[config.mk]
export PLATFORM = sky130hd
export DESIGN_NAME = fmdll_div_counter
export DESIGN_NICKNAME = d
export VERILOG_FILES = /design/src/rtl/fmdll_pkg.sv /design/src/rtl/fmdll_sync2.sv /design/src/rtl/fmdll_div_counter.sv
export SDC_FILE = /design/constraint.sdc
export NUM_CORES = 1
export LEC_CHECK = 0
export ABC_AREA = 1
export BUFFER_PORTS_ARGS = -buffer_cell sky130_fd_sc_hd__buf_2
export CAP_MARGIN = 30
export CORE_MARGIN = 2
export CORE_UTILIZATION = 55
export CTS_CLUSTER_SIZE = 30
export DETAILED_ROUTE_END_ITERATION = 8
export GPL_TIMING_DRIVEN = 0
export PLACE_DENSITY = 0.85
export SYNTH_ARGS = -nofsm -noshare
export SYNTH_HDL_FRONTEND = slang
export SYNTH_HIERARCHICAL = 1
export SYNTH_SLANG_ARGS = --single-unit
export TNS_END_PERCENT = 10
[constraint.sdc]
create_clock -name clk_out -period 2.7 [get_ports clk_out]
set_clock_uncertainty 0.1 [all_clocks]
set_input_delay 0.135 -clock clk_out [delete_from_list [all_inputs] [get_ports clk_out]]
set_output_delay 0.135 -clock clk_out [all_outputs]
set_load 0.005 [all_outputs]
[src/rtl/fmdll_pkg.sv]
// Shared widths, constants and counter-select encoding for the FMDLL divider.
// The clamp helpers define the effective N/M seen by the counters.
package fmdll_pkg;

  localparam int N_W     = 4;
  localparam int M_W     = 2;
  localparam int STATE_W = 2;
  localparam int ALIGN_W = 3;

  localparam logic [N_W-1:0]     N_MIN    = 4'd2;
  localparam logic [M_W-1:0]     M_MIN    = 2'd1;
  localparam logic [ALIGN_W-1:0] LOCK_CNT = 3'd4;

  // What the counters do on the next clock edge.
  typedef enum logic [STATE_W-1:0] {
    SEL_HOLD  = 2'd0,
    SEL_STEP  = 2'd1,
    SEL_WRAP  = 2'd2,
    SEL_FORCE = 2'd3
  } sel_e;

  function automatic logic [N_W-1:0] clamp_n(input logic [N_W-1:0] v);
    return (v < N_MIN) ? N_MIN : v;
  endfunction

  function automatic logic [M_W-1:0] clamp_m(input logic [M_W-1:0] v);
    return (v < M_MIN) ? M_MIN : v;
  endfunction

endpackage

[src/rtl/fmdll_sync2.sv]
// Two-flop synchronizer for the reference clock plus a rising-edge detector.
// rise is a one-cycle pulse decoded from flopped history only.
module fmdll_sync2 (
  input  logic clk_out,
  input  logic rst_n,
  input  logic d_async,
  output logic rise
);

  // sr[0], sr[1]: metastability chain; sr[2]: previous synchronized value.
  logic [2:0] sr;

  always_ff @(posedge clk_out) begin
    // NOTE: non-blocking assignments let every flop sample the pre-edge value,
    // which is what makes this a shift chain rather than a single wire.
    if (!rst_n) sr <= '0;
    else        sr <= {sr[1:0], d_async};
  end

  assign rise = sr[1] & ~sr[2];

endmodule

[src/rtl/fmdll_div_counter.sv]
// Frame counter for the FMDLL: N-cycle sub-frames, M sub-frames per reference
// period, divided-clock decodes and reference-edge alignment/lock tracking.
module fmdll_div_counter
  import fmdll_pkg::*;
(
  input  logic           clk_out,
  input  logic           rst_n,
  input  logic           en,
  input  logic [N_W-1:0] N,
  input  logic [M_W-1:0] M,
  input  logic           clk_ext,
  output logic [N_W-1:0] N_counter,
  output logic [M_W-1:0] M_counter,
  output logic           DIV_N,
  output logic           DIV_M,
  output logic           locked,
  output logic           phase_err
);

  logic [N_W-1:0]     n_cnt, n_sh, n_eff;
  logic [M_W-1:0]     m_cnt, m_sh, m_eff;
  logic [N_W:0]       n_half;
  logic [ALIGN_W-1:0] align_cnt;
  logic               lock_q, perr_q, ext_rise, n_end, at_end;
  sel_e               sel;

  fmdll_sync2 u_sync (
    .clk_out (clk_out),
    .rst_n   (rst_n),
    .d_async (clk_ext),
    .rise    (ext_rise)
  );

  assign n_eff  = clamp_n(n_sh);
  assign m_eff  = clamp_m(m_sh);
  assign n_end  = (n_cnt == n_eff);
  assign at_end = n_end && (m_cnt == m_eff);

  // An edge at the last cycle of the frame is aligned; anywhere else it forces a restart.
  always_comb begin
    sel = SEL_HOLD;
    if (en) begin
      if (ext_rise && !at_end) sel = SEL_FORCE;
      else if (at_end)         sel = SEL_WRAP;
      else                     sel = SEL_STEP;
    end
  end

  always_ff @(posedge clk_out) begin
    if (!rst_n) begin
      // NOTE: the shadows reset to the live N/M ports, not to constants, so the
      // first frame after reset already uses the requested ratio.
      n_cnt     <= N_W'(1);
      m_cnt     <= M_W'(1);
      n_sh      <= N;
      m_sh      <= M;
      align_cnt <= '0;
      lock_q    <= 1'b0;
      perr_q    <= 1'b0;
    end else begin
      perr_q <= (sel == SEL_FORCE);
      unique case (sel)
        SEL_HOLD: begin
          align_cnt <= '0;
          lock_q    <= 1'b0;
        end
        SEL_STEP: begin
          if (n_end) begin
            n_cnt <= N_W'(1);
            m_cnt <= m_cnt + 1'b1;
          end else begin
            n_cnt <= n_cnt + 1'b1;
          end
        end
        SEL_WRAP: begin
          n_cnt <= N_W'(1);
          m_cnt <= M_W'(1);
          n_sh  <= N;
          m_sh  <= M;
          if (ext_rise) begin
            if (align_cnt != LOCK_CNT)           align_cnt <= align_cnt + 1'b1;
            if (align_cnt >= LOCK_CNT - 1'b1)    lock_q    <= 1'b1;
          end
        end
        SEL_FORCE: begin
          n_cnt     <= N_W'(1);
          m_cnt     <= M_W'(1);
          n_sh      <= N;
          m_sh      <= M;
          align_cnt <= '0;
          lock_q    <= 1'b0;
        end
      endcase
    end
  end

  // Divided outputs decode registered state only.
  assign n_half    = ({1'b0, n_eff} + 1'b1) >> 1;
  assign DIV_N     = ({1'b0, n_cnt} <= n_half);
  assign DIV_M     = (m_eff > M_MIN) ? (m_cnt == M_MIN) : DIV_N;
  assign N_counter = n_cnt;
  assign M_counter = m_cnt;
  assign locked    = lock_q;
  assign phase_err = perr_q;

endmodule

# ---- Yosys cells after proc, flatten, opt, wreduce, memory -nomap -nowiden
# Cells that the tools add are included.
dict set report totals {
  ff_bits 20
  in_bits 10
  output_inout_bits 10
  wordCells 62
}
dict set report op_classes {
  add_sub_neg 4
  n_lt_le_gt_ge 5
  eq_ne 12
  muxes 20
  bitwise_logic 2
  n_reduce_logical 11
}
# cell count
set ops {}
lappend ops {{2-to-1 mux 4 bit} 4}
lappend ops {{2-to-1 mux 2 bit} 7}
lappend ops {{!= test 2 bit, second input constant} 5}
lappend ops {{case mux 4 bit (2 select lines)} 1}
lappend ops {{2-to-1 mux 3 bit} 2}
lappend ops {{case mux 3 bit (2 select lines)} 1}
lappend ops {{AND reduction 3 bit} 2}
lappend ops {{adder 4 x 1 -> 5 bit, second input constant} 1}
lappend ops {{adder 4 x 1 -> 4 bit, second input constant} 1}
lappend ops {{equality test 2 x 1 -> 1 bit, second input constant} 2}
lappend ops {{equality test 2 bit, second input constant} 2}
lappend ops {{equality test 4 bit} 1}
lappend ops {{<= comparator 4 bit} 1}
lappend ops {{less-than comparator 4 x 2 -> 1 bit, second input constant} 1}
lappend ops {{case mux 2 bit (2 select lines)} 1}
lappend ops {{nonzero test 2 bit} 2}
lappend ops {{OR reduction 2 bit} 2}
lappend ops {{adder 3 x 1 -> 3 bit, second input constant} 1}
lappend ops {{>= comparator 3 x 2 -> 1 bit, second input constant} 1}
lappend ops {{2-to-1 mux 1 bit} 3}
lappend ops {{!= test 3 bit, second input constant} 1}
lappend ops {{adder 2 x 1 -> 2 bit, second input constant} 1}
lappend ops {{equality test 2 bit} 1}
lappend ops {{> comparator 2 x 1 -> 1 bit, second input constant} 1}
lappend ops {{other kinds (8)} 9}

# ---- Logic depth before layout (Yosys ltp)
# Gate-level depths: netlist of run 1.
dict set report depth {
  depth_word 12
  depth_mapped 17
  depth_no_buf 16
}

# ---- By module
# The synthesis of run 1 kept the hierarchy.
# mod instances cells_each area_per_inst_um2 seq_area_each_um2
set by_module_without_submodules {}
lappend by_module_without_submodules {fmdll_div_counter 1 137 1133.6 400.4}
lappend by_module_without_submodules {fmdll_sync2 1 11 92.6 60.1}

# ---- Worst setup path after synthesis of run 1
# OpenSTA, ideal clock, no wires.
dict set report synth_timing {
  path_kind {reg2reg}
  startpoint {register n_sh[3]}
  endpoint {register n_cnt[0], in the netlist N_counter[0]}
  setup_time_ps 127
  arrival_time_ps 1931
  t_required_ps 2473
  slack_ps 542
  path_stages_with_launch 14
  path_buffers 0
  period_less_slack_ps 2158
  cell_sequence {edfxtp_1 > xnor2_1 > nand2_2 > nor2_4 > nand3_2 > nand2_1 > inv_1 > ha_1 > nor2_1 > inv_1 > nor2_1 > nand2_1 > nand2_1 > o211ai_1}
}
dict set report synth_between {
  elab_chain_cells 11
  elab_cells_between_ends 16
  classes_between {order compare: 1; eq/ne: 4; mux: 6; reduce/logical: 5}
}
# item line
set synth_lines {}
lappend synth_lines {{start, declared} fmdll_div_counter.sv:20} ;# logic [N_W-1:0] n_cnt, n_sh, n_eff;
lappend synth_lines {{start signal, assigned} fmdll_div_counter.sv:55} ;# n_sh <= N;
lappend synth_lines {{start signal, assigned} fmdll_div_counter.sv:78} ;# n_sh <= N;
lappend synth_lines {{start signal, assigned} fmdll_div_counter.sv:88} ;# n_sh <= N;
lappend synth_lines {{less-than comparator 4 x 2 -> 1 bit} fmdll_pkg.sv:23} ;# return (v < N_MIN) ? N_MIN : v;
lappend synth_lines {{2-to-1 mux 4 bit *} fmdll_pkg.sv:23}
lappend synth_lines {{equality test 4 bit *} fmdll_div_counter.sv:36} ;# assign n_end = (n_cnt == n_eff);
lappend synth_lines {{logical AND 1 bit} fmdll_div_counter.sv:37} ;# assign at_end = n_end && (m_cnt == m_eff);
lappend synth_lines {{zero test 1 bit} fmdll_div_counter.sv:43} ;# if (ext_rise && !at_end) sel = SEL_FORCE;
lappend synth_lines {{logical AND 1 bit} fmdll_div_counter.sv:43}
lappend synth_lines {{2-to-1 mux 2 bit} fmdll_div_counter.sv:43}
lappend synth_lines {{2-to-1 mux 2 bit} fmdll_div_counter.sv:42} ;# if (en) begin
lappend synth_lines {{equality test 2 bit} fmdll_div_counter.sv:62} ;# unique case (sel)
lappend synth_lines {{OR reduction 2 bit (no line)} n/a}
lappend synth_lines {{case mux 4 bit (2 select lines) / nonzero test 2 bit (equally long branches)} n/a}
lappend synth_lines {{end signal, assigned} fmdll_div_counter.sv:72} ;# n_cnt <= n_cnt + 1'b1;
lappend synth_lines {{end, declared} fmdll_div_counter.sv:20}
# Every way passes the cells marked *; elsewhere a longest branch is shown, timed or not.
# A chain may end at the register's enable or synchronous reset.

# ---- Worst setup path in the final report of run 1
dict set report layout_timing {
  startpoint {register n_sh[2]}
  endpoint {output port DIV_M}
}
dict set report layout_between {
  elab_chain_cells 5
}
# item line
set layout_lines {}
lappend layout_lines {{less-than comparator 4 x 2 -> 1 bit} fmdll_pkg.sv:23}
lappend layout_lines {{2-to-1 mux 4 bit *} fmdll_pkg.sv:23}
lappend layout_lines {{adder 4 x 1 -> 5 bit *} fmdll_div_counter.sv:98} ;# assign n_half = ({1'b0, n_eff} + 1'b1) >> 1;
lappend layout_lines {{<= comparator 4 bit *} fmdll_div_counter.sv:99} ;# assign DIV_N = ({1'b0, n_cnt} <= n_half);
lappend layout_lines {{2-to-1 mux 1 bit *} fmdll_div_counter.sv:100} ;# assign DIV_M = (m_eff > M_MIN) ? (m_cnt == M_MIN) : DIV_N;
lappend layout_lines {{end, declared} fmdll_div_counter.sv:15} ;# output logic DIV_M,
# Marks and branches as above.

==> results of run 1 <==
worst reg2reg max path, delay by kind of cell (launching register included):
family	cells	cell delay, ps
flip-flops	1	490
buffers and inverters	3	310
AO/OA/AOI/OAI	2	250
adder cells (fa/ha/maj)	1	230
AND/OR/NAND/NOR	10	980
logic make-up (layout without fill, tap and decap cells):
family          after synthesis  after routing  synth area share
flops                        20             20             0.376
xor+xnor                      7              7            0.0500
buf+inv                      26             59            0.0857
compound gates               21             21             0.100
simple gates                 59             59             0.236
fa+ha+maj                    15             15             0.153
area by class of cell:
cell class                      count  share of cell area
Multi-Input combinational cell    102               0.450
Buffer                              1             0.00760
Timing Repair Buffer               29               0.127
Sequential cell                    20               0.311
Inverter                           25              0.0633
Clock inverter                      1             0.00253
Tap cell                           28              0.0236
Clock buffer                        3              0.0152
flip-flops by register name (all words and copies together) (netlist names):
| signal | cells |
|---|---|
| M_counter | 2 |
| phase_err | 1 |
| N_counter | 4 |
| u_sync/sr | 3 |
| n_sh | 4 |
| m_sh | 2 |
| align_cnt | 3 |
| locked | 1 |
per-stage QoR:
stage | utilization | setup slack, ps
CTS | 0.676 | 107
finish | 0.690 | 88.7
global route | 0.690 | -87.1
detailed placement | 0.631 | 247
global placement | 0.631 | 331
floorplan | - | 542
placed cells by master (no fill, tap or decap), types with 4 or more instances in the layout:
master	instances
nand2_2	8
nand3_1	11
nor2_1	4
buf_2	19
xnor2_1	5
dlygate4sd3_1	7
ha_1	15
inv_1	21
nand2_1	28
dfxtp_1	14
edfxtp_1	6
a21oi_1	10
inv_2	4
report_power, final:
part	switching (mW)	leakage (nW)	internal [mW]	total [mW]
clock	0.0930	0.0154	0.0539	0.147
combinational	0.100	0.551	0.0823	0.183
sequential	0.0196	0.174	0.330	0.350
what timing repair did:
| action | CTS | global route |
|---|---|---|
| endpoints found under the setup margin | 0 | 3 |
| buffers inserted | 0 | 3 |
| hold endpoints to repair | 7 | 0 |
| hold buffers | 7 | 0 |
| gates resized for setup | 0 | 3 |
path summary, 6_finish.rpt:
path / startpoint / endpoint / depth (start not counted)
worst min-delay path: rst_n / u_sync/sr[1]$_SDFF_PN0_ / 3
worst max-delay path: n_sh[2]$_DFFE_PP_ / DIV_M / 14
worst max register to register: n_sh[3]$_DFFE_PP_ / N_counter[0]$_SDFFE_PN1P_ / 16
worst min register to register: u_sync/sr[1]$_SDFF_PN0_ / u_sync/sr[2]$_SDFF_PN0_ / 2
routing by layer:
layer | share of wire | GRT usage
met5 | 0 | 0
met3 | 0.036 | 0.0263
met1 | 0.44 | 0.241
met4 | 0.014 | 0.0658
met2 | 0.51 | 0.357
==> impl_metrics.env, run 1 <==
export IMPL_status="completed"
export IMPL_multi_input_area_um2=667
export IMPL_vdd_drop_max_mv=0.428
export IMPL_grt_overflow=0
export IMPL_via_per_inst=5.21
export IMPL_crit_type="register to primary output"
export IMPL_route_detailed_drc=0
export IMPL_root_buffer="clkbuf_4"
export IMPL_drt_first_pass_iters=4
export IMPL_netlist_top_cells_area="dfxtp_1 (23%), ha_1 (15%), edfxtp_1 (15%)"
export IMPL_place_hpwl_mm=1.81
export IMPL_antenna_cells=0
export IMPL_worstSetupStartpointType="register"
export IMPL_synth_seq_cells=20
export IMPL_drt_iter0_markers=36
export IMPL_worstSetupEndpointType="primary output"
export IMPL_clkTransAtPathRegs_ps=110
export IMPL_dpl_cell_count=195
export IMPL_netlist_top_cells_count="nand2_1 (28), inv_1 (21), ha_1 (15)"
export IMPL_grt_max_degree=12
export IMPL_die_w_um=51.2
export IMPL_antenna_found_initial=0
export IMPL_final_nets=207
export IMPL_rrSetupSlack_ps=190
export IMPL_seq_area_um2=460
export IMPL_rows=17
export IMPL_p_leak_nw=0.740
export IMPL_num_fill_cells=166
export IMPL_synth_most_common_cell="nand2_1"
export IMPL_ios=20
export IMPL_yosys_area_top_type="dfxtp_1"
export IMPL_synthesis_area_um2=1230
export IMPL_die_h_um=51.2
export IMPL_slowest_stage="edfxtp_1"
export IMPL_synth_edff_count=6
export IMPL_fin_crit_sh=0.967
export IMPL_vias=1088
export IMPL_gp_congestion=0.845
export IMPL_setup_viol=0
export IMPL_async_flop_share=0
export IMPL_dpl_cell_area_um2=1360
export IMPL_area_growth_pct=20.8
export IMPL_hp_class="input port to register"
export IMPL_hold_viol=0
export IMPL_cts_tree="done"
export IMPL_htree_num_levels=1
export IMPL_coreArea_um2=2150
export IMPL_report_final_slew_viol_count=0
export IMPL_cpPeakStageDelay_ps=420
export IMPL_die_area_um2=2620
export IMPL_wl_mm=2.51
export IMPL_start_util=0.571
export IMPL_crit_required_ps=2470
export IMPL_power_mw=0.679
export IMPL_crit_buf_inv=4
export IMPL_drive_gt1_frac=0.265
export IMPL_cp_top_family="adder cells"
export IMPL_clkSinkCount=20
export IMPL_synth_top_area_frac=0.229
export IMPL_synthFlopType="dfxtp_1"
export IMPL_wl_per_cell_um=12.0
export IMPL_seq_area_frac_synth=0.376
export IMPL_worstPathArrival_ps=2380
export IMPL_synthesis_nets=173
export IMPL_grt_pass1_wl_mm=3.93
export IMPL_clockBufferDepth=2
export IMPL_portBuffers=19
export IMPL_worst_path_max_fanout=6
export IMPL_fin_setup_tns_ps=0
export IMPL_syn_area_per_cell_um2=8.28
export IMPL_syn_inst=148
export IMPL_detail_route_antenna_nets=0
export IMPL_grt_setup_unrepaired="true"
export IMPL_hold_worst_slack_ps=6.19
export IMPL_fmax_mhz=383
export IMPL_cellPowerDensity_nw_per_um2=458
export IMPL_first_global_vias=939
export IMPL_worstMarginPinSlew_ps=312
export IMPL_fin_area_um2=1480
export IMPL_yosysWarnings=6
export IMPL_instances_no_fill=209
export IMPL_synth_cell_types=24
export IMPL_cts_buffers=3
export IMPL_maxCapViolCount=0
export IMPL_gr_usage_all_layers=0.198
export IMPL_clkLatencyLatePin_ps=300
export IMPL_relSlewSlack=0.792
export IMPL_period_minus_slack_ps=2610
export IMPL_path_cells="buf_6, inv_2, nand3_2, nand2_2, inv_1, ha_1, xnor2_1, ha_1, a21oi_2, o21ai_0, o21ai_1, nand2_1, nand2_1, buf_2"
Power figures use the tool's default switching activity.
==> inputs of run 2 (changes only) <==
- CORE_UTILIZATION: 55 -> 59
- PLACE_DENSITY: 0.85 -> 0.9
- clock period: 2.7 -> 3.2 ns (I/O delays scaled with it)
==> run 2 against run 1 <==
Effect of this change: power is 18% lower; count of clock-buffer cells in the layout stayed put; sequential power is 15% lower; global-route usage is 0.63 points higher; design area is 2.0% lower; via count is 3.9% lower; worst setup slack better by 480 ps; register-to-register slack better by 470 ps; clock power is 16% lower; cell count is 1.9% lower.
==> impl_metrics.env, run 2 (synthesis results as in run 1) <==
export IMPL_antenna_cells=0
export IMPL_holdPathStages=2
export IMPL_rows=16
export IMPL_mostFrequentLayoutCell="nand2_1"
export IMPL_wl_mm=2.34
export IMPL_coreArea_um2=1960
export IMPL_cts_buffers=3
export IMPL_cts_resized=0
export IMPL_crit_required_ps=2940
export IMPL_antenna_found_initial=0
export IMPL_portBuffers=19
export IMPL_setup_viol=0
export IMPL_die_h_um=49.6
export IMPL_relSlewSlack=0.797
export IMPL_start_util=0.625
export IMPL_gp_congestion=0.741
export IMPL_maxCapViolCount=0
export IMPL_worstMarginPinSlew_ps=304
export IMPL_status="completed"
export IMPL_hold_viol=0
export IMPL_worstSetupStartpointType="register"
export IMPL_period_minus_slack_ps=2630
export IMPL_cp_top_family="adder cells"
export IMPL_slowest_stage="edfxtp_1"
export IMPL_cpPeakStageDelay_ps=420
export IMPL_worst_path_max_fanout=6
export IMPL_reg2reg_depth=16
export IMPL_drt_iter0_markers=6
export IMPL_cts_tree="done"
export IMPL_holdPathEnd="N_counter[0]$_SDFFE_PN1P_"
export IMPL_wl_per_cell_um=11.4
export IMPL_final_core_util=0.740
export IMPL_htree_num_levels=1
export IMPL_vdd_drop_max_mv=0.413
export IMPL_worst_slack_ps=573
export IMPL_clkSinkCount=20
export IMPL_drt_first_pass_iters=4
export IMPL_root_buffer="clkbuf_4"
export IMPL_vias=1046
export IMPL_clkTransAtPathRegs_ps=110
export IMPL_clockBufferDepth=2
export IMPL_fin_area_um2=1450
export IMPL_hp_class="input port to register"
export IMPL_worstHoldStart="rst_n"
export IMPL_route_detailed_drc=0
export IMPL_via_per_inst=5.10
export IMPL_dpl_cell_area_um2=1360
export IMPL_fin_setup_tns_ps=0
export IMPL_num_fill_cells=166
export IMPL_post_cts_repair_setup_buffers=0
export IMPL_final_cell_mix="nand2_1 (28), inv_1 (21), buf_2 (19)"
export IMPL_power_mw=0.560
export IMPL_crit_buf_inv=4
export IMPL_area_growth_pct=18.4
export IMPL_r2r_end="N_counter[0]$_SDFFE_PN1P_"
export IMPL_grt_setup_unrepaired="false"
export IMPL_ios=20
export IMPL_cellPowerDensity_nw_per_um2=386
export IMPL_worstSetupEndpointType="primary output"
export IMPL_final_nets=204
export IMPL_cts_hold_buf=7
export IMPL_detail_route_antenna_nets=0
export IMPL_die_w_um=49.6
export IMPL_gr_usage_all_layers=0.204
export IMPL_multi_input_area_um2=661
export IMPL_path_cells="buf_6, inv_2, nand3_2, nand2_2, inv_1, ha_1, xnor2_1, ha_1, a21oi_1, o21ai_0, o21ai_0, nand2_1, nand2_1, buf_2"
export IMPL_clkLatencyLatePin_ps=310
export IMPL_p_leak_nw=0.725
export IMPL_place_ws_ps=718
export IMPL_grt_overflow=0
export IMPL_grt_max_degree=12
export IMPL_crit_type="register to primary output"
export IMPL_dpl_cell_count=194
export IMPL_rrSetupSlack_ps=660
export IMPL_r2r_start="n_sh[2]$_DFFE_PP_"
export IMPL_first_global_vias=1001
export IMPL_place_hpwl_mm=1.82
export IMPL_seq_area_um2=460
export IMPL_report_final_slew_viol_count=0
export IMPL_fmax_mhz=381
export IMPL_fin_crit_sh=0.821
export IMPL_drive_gt1_frac=0.242
export IMPL_die_area_um2=2460
export IMPL_instances_no_fill=205
export IMPL_grt_pass1_wl_mm=3.91
export IMPL_hold_worst_slack_ps=14.0
export IMPL_worstPathArrival_ps=2370
## run 2: cell count changes in the layout (fill, tap and decap cells not counted)
cell     change
buf_4        -3
a21oi_1      +1
a21oi_2      -1
nor2_1       +1
nor2_2       -1
o21ai_0      +1
o21ai_1      -1
## run 2: worst reg2reg max path: stages (launching register included)
cell and delay (ps):
edfxtp_1 420, buf_6 160, inv_2 60, nand2_1 50
nand3_1 70, nand2_2 80, nor2_4 140, nand3_2 110
nand2_1 130, inv_1 100, ha_1 220, nor2_1 210
inv_1 110, nor2_1 230, nand2_1 100, nand2_1 60
o211ai_1 70
## run 2: report_power, final
part	switching, mW	internal, mW	total (mW)
combinational	0.0785	0.0621	0.141
clock	0.0780	0.0456	0.124
sequential	0.0172	0.278	0.296
total	0.174	0.386	0.560
## run 2: final cells by class
cell class              count  area share
clock inverters             1     0.00259
inverters                  25      0.0647
flip-flops and latches     20       0.317
repair buffers             26       0.114
well taps                  27      0.0233
multi-input cells         102       0.455
clock buffers               3      0.0155
plain buffers               1     0.00776
## run 2: routing by layer
layer / share of wire / up-vias / routed length [um] / track usage
met5: 0 / - / 0 / 0
met4: 0.011 / 0 / 26 / 0.0556
met3: 0.031 / 3 / 72 / 0.0303
met2: 0.51 / 21 / 1200 / 0.391
met1: 0.44 / 482 / 1040 / 0.230
li1: - / 540 / - / -
## run 2: how the worst max path moves through the flow
stage | startpoint | endpoint | slack [ps] | cells past startpoint
2_1_floorplan | n_sh[3]$_DFFE_PP_ | N_counter[0]$_SDFFE_PN1P_ | 1040 | 13
3_3_place_gp | n_sh[3]$_DFFE_PP_ | N_counter[0]$_SDFFE_PN1P_ | 810 | 13
3_5_place_dp | n_sh[3]$_DFFE_PP_ | N_counter[0]$_SDFFE_PN1P_ | 720 | 13
4_1_cts | n_sh[2]$_DFFE_PP_ | DIV_M | 590 | 14
5_1_grt | n_sh[2]$_DFFE_PP_ | DIV_M | 350 | 14
6_report | n_sh[2]$_DFFE_PP_ | DIV_M | 570 | 14
==> inputs of run 3 (changes only) <==
- CORE_UTILIZATION: 59 -> 55
- PLACE_DENSITY: 0.9 -> 0.85
- clock period: 3.2 -> 2.5 ns (I/O delays scaled with it)
==> run 3 against run 2 <==
Effect of this change: the run now ends with negative hold slack, negative setup slack left; worst hold slack got worse by 15 ps; via count increased by 4.9%; cell count is 4.4% higher; sequential share of layout area decreased by 2.0 points; critical path type unchanged; routed wire length increased by 12%; sequential cell count did not move; design area grew 6.7%; power grew 34%; first-iteration DRC count rose to 4.3 times the previous value; die area up 6.7%; utilization down 1.9 points; clock power is 29% higher.
==> impl_metrics.env, run 3 (synthesis results as in run 1) <==
export IMPL_worst_slack_ps=-91.5
export IMPL_clkLatencyLatePin_ps=300
export IMPL_report_final_slew_viol_count=0
export IMPL_grt_setup_unrepaired="true"
export IMPL_first_global_vias=977
export IMPL_status="finished, violations left"
export IMPL_crit_type="register to primary output"
export IMPL_wl_per_cell_um=12.3
export IMPL_cts_buffers=3
export IMPL_rrSetupSlack_ps=130
export IMPL_antenna_cells=0
export IMPL_htree_num_levels=1
export IMPL_start_util=0.571
export IMPL_detail_route_antenna_nets=0
export IMPL_root_buffer="clkbuf_4"
export IMPL_worstSetupStartpointType="register"
export IMPL_cts_tree="done"
export IMPL_worstSetupEndpointType="primary output"
export IMPL_clkTransAtPathRegs_ps=120
export IMPL_fin_setup_tns_ps=-159
export IMPL_fin_crit_sh=1.04
export IMPL_mostFrequentLayoutCell="nand2_1"
export IMPL_holdPathStages=3
export IMPL_violations="negative hold slack, negative setup slack"
export IMPL_grt_pass1_wl_mm=4.01
export IMPL_ios=20
export IMPL_die_h_um=51.2
export IMPL_clkSinkCount=20
export IMPL_cp_top_family="adder cells"
export IMPL_drt_iter0_markers=26
export IMPL_reg2reg_depth=14
export IMPL_gr_usage_all_layers=0.200
export IMPL_crit_buf_inv=3
export IMPL_gp_congestion=0.845
export IMPL_setup_viol=2
export IMPL_final_nets=212
export IMPL_relSlewSlack=0.789
export IMPL_final_cell_mix="nand2_1 (27), inv_1 (20), buf_2 (19)"
export IMPL_coreArea_um2=2150
export IMPL_crit_required_ps=2280
export IMPL_hold_worst_slack_ps=-0.904
export IMPL_p_leak_nw=0.762
export IMPL_portBuffers=19
export IMPL_place_hpwl_mm=1.81
export IMPL_slowest_stage="edfxtp_1"
export IMPL_rows=17
export IMPL_area_growth_pct=26.3
export IMPL_clockBufferDepth=2
export IMPL_die_w_um=51.2
export IMPL_grt_max_degree=12
export IMPL_cp_depth=12
export IMPL_worstPathArrival_ps=2370
export IMPL_wl_mm=2.63
export IMPL_hp_class="input port to register"
export IMPL_cellPowerDensity_nw_per_um2=485
export IMPL_antenna_found_initial=0
export IMPL_r2r_start="n_sh[2]$_DFFE_PP_"
export IMPL_path_cells="buf_6, buf_4, o21ai_4, ha_2, xnor2_1, ha_1, a21oi_2, o21ai_1, o21ai_1, nand2_1, nand2_1, buf_2"
export IMPL_holdPathEnd="phase_err$_SDFF_PN0_"
export IMPL_fmax_mhz=386
export IMPL_worstMarginPinSlew_ps=317
export IMPL_r2r_end="N_counter[0]$_SDFFE_PN1P_"
export IMPL_die_area_um2=2620
export IMPL_vias=1097
export IMPL_worstHoldStart="rst_n"
export IMPL_via_per_inst=5.13
export IMPL_hold_viol=1
export IMPL_maxCapViolCount=0
export IMPL_grt_overflow=0
export IMPL_drive_gt1_frac=0.306
export IMPL_worst_path_max_fanout=5
export IMPL_cpPeakStageDelay_ps=420
export IMPL_route_detailed_drc=0
export IMPL_vdd_drop_max_mv=0.462
export IMPL_drt_first_pass_iters=4
export IMPL_period_minus_slack_ps=2590
[run 3: cell types whose count changed in the layout (fill, tap and decap cells not counted), moves of 2 or more]
| cell | delta |
|---|---|
| nor2_4 | +2 |
| o21ai_0 | -2 |
| o21ai_1 | +2 |
| buf_4 | +7 |
| ha_1 | -2 |
| nor2_1 | -2 |
| ha_2 | +2 |
[run 3: worst reg2reg max path, stage by stage, from the launching register on]
cell and delay [ps]:
edfxtp_1 420, buf_6 150, xnor2_1 170, nand2_2 90, nor2_4 180, nand3_2 110
nand2_1 130, inv_1 100, ha_1 250, nor2_4 130, inv_1 100, nor2_4 120
nand2_1 60, nand2_1 70, o211ai_1 100
[run 3: final cells by class]
type	count	area, um2
multi-input cells	102	694
clock inverters	1	3.75
fillers	156	599
repair buffers	34	228
plain buffers	1	11.3
inverters	25	93.8
well taps	28	35.0
clock buffers	3	22.5
flip-flops and latches	20	460
[run 3: metrics by stage]
step           std cells  power, mW  area, um2  utilization  setup WS, ps
5_1_grt              214      0.786       1550        0.721          -188
6_report             214      0.751       1550        0.721         -91.5
3_5_place_dp         195      0.555       1360        0.631          46.7
4_1_cts              208      0.721       1480        0.687         -20.0
3_3_place_gp         195      0.544       1360        0.631           131
2_1_floorplan        148      0.504       1230            -           342
[run 3: worst max-delay path by stage]
| stage | from | end | slack [ps] |
|---|---|---|---|
| floorplan | n_sh[3]$_DFFE_PP_ | N_counter[0]$_SDFFE_PN1P_ | 340 |
| global placement | n_sh[3]$_DFFE_PP_ | N_counter[0]$_SDFFE_PN1P_ | 130 |
| detailed placement | n_sh[2]$_DFFE_PP_ | N_counter[0]$_SDFFE_PN1P_ | 50 |
| CTS | n_sh[2]$_DFFE_PP_ | DIV_M | -20 |
| global route | n_sh[3]$_DFFE_PP_ | DIV_M | -190 |
| finish | n_sh[2]$_DFFE_PP_ | DIV_M | -90 |
[run 3: where the power goes]
part	switching [mW]	total [mW]	internal, mW	leakage, nW
registers	0.0218	0.378	0.356	0.174
logic	0.115	0.213	0.0984	0.573
clock network	0.101	0.160	0.0583	0.0154
[run 3: timing repair]
action                                  in CTS  in global routing
endpoints found under the setup margin       3                 14
setup buffers                                1                  6
resized for setup                            4                  8
pin swaps                                    0                  6
hold buffers                                 8                  0
endpoints found under the hold margin        7                  0
[run 3: metal layers]
metal | track usage | up-vias | wire, um | share of wire
met5 | 0 | - | 0 | 0
met4 | 0.0658 | 0 | 30 | 0.011
met3 | 0.0263 | 4 | 97 | 0.037
met2 | 0.366 | 30 | 1350 | 0.51
met1 | 0.241 | 507 | 1160 | 0.44
li1 | - | 556 | - | -
